==> config.mk <==
export PLATFORM = sky130hd
export DESIGN_NAME = mix_columns_seq
export DESIGN_NICKNAME = d
export VERILOG_FILES = /design/src/rtl/mix_columns_seq.sv
export SDC_FILE = /design/constraint.sdc
export NUM_CORES = 1
export LEC_CHECK = 0
export BUFFER_PORTS_ARGS = -buffer_cell sky130_fd_sc_hd__buf_2
export CAP_MARGIN = 20
export CORE_UTILIZATION = 55
export CTS_BUF_LIST = sky130_fd_sc_hd__clkbuf_4
export CTS_CLUSTER_DIAMETER = 40
export CTS_CLUSTER_SIZE = 30
export DETAILED_ROUTE_END_ITERATION = 8
export PLACE_DENSITY = 0.91
export SETUP_SLACK_MARGIN = 0.3
export SKIP_LAST_GASP = 1
export SLEW_MARGIN = 20
export SYNTH_ARGS = -nofsm -noshare
export SYNTH_HDL_FRONTEND = slang
export SYNTH_SLANG_ARGS = --single-unit
==> constraint.sdc <==
create_clock -name clk -period 13.6 [get_ports clk]
set_input_delay 0.68 -clock clk [delete_from_list [all_inputs] [get_ports clk]]
set_output_delay 0.68 -clock clk [all_outputs]
set_load 0.02 [all_outputs]
==> src/rtl/mix_columns_seq.sv <==
// Sequential AES MixColumns / InvMixColumns engine.
// A 128-bit state is captured into a work register and transformed in place,
// COLS_PER_CYCLE columns per clock (column 0 first). The result is held on
// state_out with out_valid until the downstream stage accepts it.
module mix_columns_seq #(
  parameter int COLS_PER_CYCLE = 1,
  parameter bit INV_EN         = 1'b1
) (
  input  logic         clk,
  input  logic         rst_n,
  input  logic         in_valid,
  output logic         in_ready,
  input  logic         in_inverse,
  input  logic [127:0] state_in,
  output logic         out_valid,
  input  logic         out_ready,
  output logic [127:0] state_out,
  output logic         busy
);

  // Reject unsupported column widths at elaboration time.
  if (COLS_PER_CYCLE != 1 && COLS_PER_CYCLE != 2 && COLS_PER_CYCLE != 4) begin : g_bad_cols
    $error("mix_columns_seq: COLS_PER_CYCLE must be 1, 2 or 4");
  end

  typedef enum logic [1:0] {IDLE = 2'd0, BUSY = 2'd1, DONE = 2'd2} state_e;

  // Column index that finishes the state, and the counter increment.
  localparam logic [1:0] LAST_COL = 2'(4 - COLS_PER_CYCLE);
  localparam logic [1:0] STEP     = 2'(COLS_PER_CYCLE);

  state_e       state_q, state_d;
  logic [1:0]   col_q, col_d;
  logic         inv_q, inv_d;
  logic [127:0] work_q, work_d;
  logic [127:0] sout_q, sout_d;
  logic [127:0] xf;
  logic         accept, last;

  // GF(2^8) multiply by x, reduced modulo x^8+x^4+x^3+x+1.
  function automatic logic [7:0] xtime(input logic [7:0] b);
    xtime = {b[6:0], 1'b0} ^ (b[7] ? 8'h1b : 8'h00);
  endfunction

  // One output row: forward uses {2,3,1,1}, inverse uses {0e,0b,0d,09}
  // applied to rows r, r+1, r+2, r+3.
  function automatic logic [7:0] mix_row(input logic [7:0] a0, input logic [7:0] a1,
                                         input logic [7:0] a2, input logic [7:0] a3,
                                         input logic inv);
    logic [7:0] a0x2, a0x4, a0x8, a1x2, a1x4, a1x8, a2x2, a2x4, a2x8, a3x2, a3x4, a3x8;
    a0x2 = xtime(a0); a0x4 = xtime(a0x2); a0x8 = xtime(a0x4);
    a1x2 = xtime(a1); a1x4 = xtime(a1x2); a1x8 = xtime(a1x4);
    a2x2 = xtime(a2); a2x4 = xtime(a2x2); a2x8 = xtime(a2x4);
    a3x2 = xtime(a3); a3x4 = xtime(a3x2); a3x8 = xtime(a3x4);
    if (inv)
      mix_row = (a0x8 ^ a0x4 ^ a0x2) ^ (a1x8 ^ a1x2 ^ a1) ^ (a2x8 ^ a2x4 ^ a2) ^ (a3x8 ^ a3);
    else
      mix_row = a0x2 ^ (a1x2 ^ a1) ^ a2 ^ a3;
  endfunction

  // Full column transform; row 0 sits in the top byte.
  function automatic logic [31:0] mix_col(input logic [31:0] c, input logic inv);
    logic [7:0] r0, r1, r2, r3;
    r0 = c[31:24]; r1 = c[23:16]; r2 = c[15:8]; r3 = c[7:0];
    mix_col = {mix_row(r0, r1, r2, r3, inv), mix_row(r1, r2, r3, r0, inv),
               mix_row(r2, r3, r0, r1, inv), mix_row(r3, r0, r1, r2, inv)};
  endfunction

  assign accept = (state_q == IDLE) && in_valid;
  assign last   = (state_q == BUSY) && (col_q == LAST_COL);

  // Work register with the current group of columns transformed.
  always_comb begin
    xf = work_q;
    for (int j = 0; j < COLS_PER_CYCLE; j++) begin
      xf[{col_q + 2'(j), 5'd0} +: 32] = mix_col(work_q[{col_q + 2'(j), 5'd0} +: 32], inv_q);
    end
  end

  // Next-state logic for the control FSM.
  always_comb begin
    state_d = state_q;
    case (state_q)
      IDLE:    if (in_valid)  state_d = BUSY;
      BUSY:    if (last)      state_d = DONE;
      DONE:    if (out_ready) state_d = IDLE;
      default:                state_d = IDLE;
    endcase
  end

  // Datapath next values: capture on accept, step columns while busy.
  always_comb begin
    col_d  = col_q;
    inv_d  = inv_q;
    work_d = work_q;
    sout_d = sout_q;
    if (accept) begin
      work_d = state_in;
      inv_d  = in_inverse & INV_EN;
      col_d  = 2'd0;
    end else if (state_q == BUSY) begin
      work_d = xf;
      if (last) begin
        sout_d = xf;
        col_d  = 2'd0;
      end else begin
        col_d  = col_q + STEP;
      end
    end
  end

  // Handshake and status outputs decoded from the FSM state.
  always_comb begin
    in_ready  = rst_n && (state_q == IDLE);
    out_valid = (state_q == DONE);
    busy      = (state_q != IDLE);
    state_out = sout_q;
  end

  // Control and result registers with synchronous active-low reset.
  always_ff @(posedge clk) begin
    if (!rst_n) begin
      state_q <= IDLE;
      col_q   <= 2'd0;
      inv_q   <= 1'b0;
      sout_q  <= '0;
    end else begin
      state_q <= state_d;
      col_q   <= col_d;
      inv_q   <= inv_d;
      sout_q  <= sout_d;
    end
  end

  // Work register is overwritten on every accept, so it needs no reset.
  always_ff @(posedge clk) begin
    work_q <= work_d;
  end

endmodule

# Word-level counts from Yosys, hierarchy flattened
# Cells that the tools add are included.
# op_classes
addsub	2
eq_ne	6
shifts	3
n_mux	24
n_bitwise	66
reduce_logical	9
# op_table
op	count
bitwise XOR 8 bit	53
two-way mux 128 bit	2
bitwise mux 128 bit	1
variable shift 32 x 9 -> 128 bit, first input constant	1
variable part select 128 x 8 -> 32 bit	1
variable part select 32 x 9 -> 128 bit	1
bitwise XOR 8 x 5 -> 8 bit	11
two-way mux 5 bit	12
two-way mux 8 bit	4
negation 7 -> 9 bit	1
two-way mux 2 bit	4
case mux 2 bit (3 select lines)	1
AND reduction 3 bit	2
== test 2 bit, second input constant	2
inequality test 2 bit, second input constant	2
nonzero test 2 bit	2
logical AND 1 bit	3
adder 2 x 1 -> 2 bit, second input constant	1
== test 2 x 1 -> 1 bit, second input constant	1
zero test 2 bit	1
inequality test 2 x 1 -> 1 bit, second input constant	1
inverter 1 bit	2
OR reduction 2 bit	1
# word_totals
regBits	261
in_bits	133
out_inout_bits	131
word_cells	115

# Depth between registers and ports, before layout
# depth
depth_word	17
mapped_depth	12
depth_no_buf	8

# Worst setup path before layout
# No wires, ideal clock.
# synth_timing
kind	input-to-reg
startpoint	input in_valid
endpoint	register work_q[0] (enable)
setup_ns	1.118
arrival_time_ns	3.507
required_time_ns	12.482
path_slack_ns	8.975
path_stages	4
cell_sequence	nand2_1 > clkbuf_1 > clkbuf_1 > nand2_1
# synth_between
elab_chain_cells	2
# synth_rtl
element	line	rtl
start: declaration	11	input logic in_valid,
logical AND 1 bit	69	assign accept = (state_q == IDLE) && in_valid;
nonzero test 2 bit (no line)	-	
end signal: assignment	137	work_q <= work_d;
end: declaration	35	logic [127:0] work_q, work_d;
# Every way passes these cells.
# A chain may end at the register's enable or synchronous reset.

# Final worst setup path
# layout_timing
startpoint	register col_q[0]
endpoint	register work_q[95] (data pin)
# layout_between
elab_chain_cells	15
# layout_rtl
element	line	rtl
start: declaration	33	logic [1:0] col_q, col_d;
start signal: assignment	129	col_q <= col_d;
variable part select 128 x 8 -> 32 bit	76	xf[{col_q + 2'(j), 5'd0} +: 32] = mix_col(work_q[{col_q + 2'(j), 5'd0} +: 32], inv_q);
bitwise XOR 8 x 5 -> 8 bit / two-way mux 5 bit (equally long branches) (2 in a row)	42	xtime = {b[6:0], 1'b0} ^ (b[7] ? 8'h1b : 8'h00);
two-way mux 5 bit / bitwise XOR 8 x 5 -> 8 bit (equally long branches)	42	
bitwise XOR 8 x 5 -> 8 bit / bitwise XOR 8 bit (equally long branches)	42	
bitwise XOR 8 bit (5 in a row)	56	mix_row = (a0x8 ^ a0x4 ^ a0x2) ^ (a1x8 ^ a1x2 ^ a1) ^ (a2x8 ^ a2x4 ^ a2) ^ (a3x8 ^ a3);
two-way mux 8 bit	55	if (inv)
variable part select 32 x 9 -> 128 bit	76	
bitwise mux 128 bit *	76	
two-way mux 128 bit *	101	end else if (state_q == BUSY) begin
two-way mux 128 bit *	97	if (accept) begin
named net work_d[95]	35	
# Mark *: on every way through the listed nets, which the timed path passes. The rest lies on a longest branch. The select of a mux whose other input is x is not followed.

==> out/qor.yml <==
timing:
  finalClockSkew_ns: 0.04931
  finalSetupTns_ns: 0
  setup_viol: 0
  period_needed_ns: 4.531
  max-slew-margin-rel_pct: 22.30
  max_freq_mhz: 220.7
  timing.final.crit_share_pct: 33.31
  rsz0062_at_grt: "no"
  worst_pin_slew_ns: 1.166
  finalMaxSlewViolations: 0
  hold_viol: 0
synth:
  async_reset_ff_share_pct: 0
  yosys_register_bits: 261
  synth_edf_count: 128
  syn_nets: 1595
  yosysWarningCount: 0
  synth.cell_area_um2: 14960
  synthFlopType: "dfxtp_1"
  yosysSeqAreaShare_pct: 43.49
  netlist_instances: 1457
  avgSynthCellArea_um2: 10.27
  ys_types: 54
route:
  antenna_left: 0
  wl_mm: 49.49
  via_per_inst: 6.685
  first_iter_violations: 1814
  routedWlPerCell_um: 24.67
  drt-pass1-iter-count: 8
  vias: 13410
  drc_errors: 0
grt:
  grt_max_degree: 123
  grt_pass1_wl_mm: 74.64
  antenna_found_initial: 1
  track_usage_pct: 34.73
  overflow: 0
  first_global_vias: 12820
placement:
  hpwl_mm: 34.52
  io_buffers: 263
  place_congestion: 1.010
critical_path:
  r2r_cells: 9
  rrSetupSlack_ns: 9.07
  critPathLaunchType: "flip-flop"
  cp_data_required_time_ns: 14.18
  cp.depth: 9
  crit_chain: "buf_4, mux4_1, xnor2_1, xor3_1, xnor2_1, mux2i_1, xnor2_1, nand2_1, a31oi_1"
  max_stage_delay_ns: 0.90
  cp_max_fo: 39
  arrival_ns: 5.11
  worstSetupEndpointType: "flip-flop"
  r2r-start: "col_q[0]"
  r2r-end: "work_q[95]"
  cpMaxStageDelayCell: "mux4_1"
  crit_family: "XOR/XNOR gates"
  critPathKind: "reg2reg"
  path_buf_inv: 1
  crit_top_cell: "xnor2_1"
hold_path:
  hold_depth: 3
  hold_start: "in_inverse"
  hold_path_end: "inv_q"
  hold_class: "in2reg"
clock_network:
  clockBufferDepth: 3
  numCtsBuffers: 27
  post-cts-setup-buffers: 0
  clk_pin_slew_ns: 0.16
  postCtsHoldBufs: 0
  cts_resized: 0
  clock_sinks: 261
  clkLatencyLatePin_ns: 0.76
  cts_root_buf: "clkbuf_4"
  ctsHtreeMaxLevel: 1
  cts_tree: "built"
die:
  rows: 60
  die_y_um: 166.9
  num_io_pins: 264
  fp.coreArea_um2: 26800
  start_util_pct: 55.82
  die_area_um2: 27860
  fp.dieW_um: 166.9
run:
  drv_cap: 0
final_layout:
  nNetsFinal: 1782
  area_growth_pct: 12.23
  final_layout_size_suffix_gt1_share_pct: 23.80
outcome:
  status: "completed"
layout make-up:
class,instances,area (um2)
Antenna cell,1,2.502
Clock buffer,27,202.7
Clock inverter,22,229.0
Fill cell,2041,10010
Inverter,21,78.83
Multi-Input combinational cell,1052,7890
Sequential cell,261,6507
Tap cell,341,426.7
Timing Repair Buffer,281,1451
metrics by stage:
step	cell area (um2)	cells	hold slack [ns]	setup slack (ns)	util, %
finish	16790	2006	0.1528	9.069	62.64
global route	16790	2006	0.1608	8.923	62.64
CTS	16790	2005	0.1531	9.140	62.63
detailed placement	16350	1956	0.4455	9.169	61.02
global placement	16340	1956	0.4431	9.228	60.98
floorplan	14960	1457	0.4531	8.975	-
worst min-delay path, stage by stage:
cell and delay, ns:
buf_2 0.10, nand2_1 0.05, a21oi_1 0.05
kinds of logic after synthesis:
logic type / synth area share, %
fa+ha+maj: 0.4182
flops: 43.49
xor+xnor: 18.77
compound gates: 17.46
buf+inv: 4.132
mux: 6.089
simple gates: 9.644
routing by layer:
layer	global-route usage (%)	part of all wire (%)	vias up
met5	0	0	-
met4	17.59	5.3	0
met3	6.963	13	210
met1	45.40	36	6376
met2	55.01	46	1147
li1	-	-	5677
registers in the layout (all words and copies together) (netlist names):
name       cells
inv_q          1
work_q       128
state_out    128
state_q        2
col_q          2
cell usage in the layout (no fill, tap or decap), types with 12 or more instances in the layout:
cell / count
o21ai_1: 13
edfxtp_1: 128
clkbuf_4: 27
a221oi_1: 24
buf_4: 18
a211oi_1: 12
nor2_1: 201
buf_2: 263
a31oi_1: 57
xnor3_1: 35
inv_1: 17
xnor2_2: 13
nand3_1: 17
mux4_2: 23
xor2_1: 39
xnor2_1: 124
nand2_1: 97
dfxtp_1: 132
a22oi_1: 49
o21ai_0: 98
o221ai_1: 20
and3_1: 13
a32oi_1: 13
a21oi_1: 109
Yosys cell counts, types with 16 or more instances:
| master | count | area (um2) |
|---|---|---|
| a21oi_1 | 109 | 545.5 |
| a221oi_1 | 24 | 210.2 |
| a22oi_1 | 49 | 367.9 |
| a31oi_1 | 57 | 356.6 |
| buf_2 | 16 | 80.08 |
| clkbuf_1 | 92 | 345.3 |
| dfxtp_1 | 133 | 2663 |
| edfxtp_1 | 128 | 3844 |
| inv_1 | 17 | 63.81 |
| mux4_2 | 23 | 518.0 |
| nand2_1 | 99 | 371.6 |
| nand3_1 | 17 | 85.08 |
| nor2_1 | 203 | 762.0 |
| o21ai_0 | 98 | 490.5 |
| o221ai_1 | 20 | 175.2 |
| xnor2_1 | 124 | 1086 |
| xnor3_1 | 35 | 788.3 |
| xor2_1 | 39 | 341.6 |
how the worst max path moves through the flow:
stage                         from             to  slack [ns]
final                     col_q[0]     work_q[95]        9.07
after global routing      col_q[0]  state_out[65]        8.92
after CTS                 col_q[0]     work_q[95]        9.14
after detailed placement  col_q[0]     work_q[63]        9.17
after global placement    col_q[0]     work_q[61]        9.23
after floorplan           in_valid      work_q[0]        8.97
Power is not shown: default switching activity piles up to over one toggle a cycle in this logic, so the estimate is an artifact.
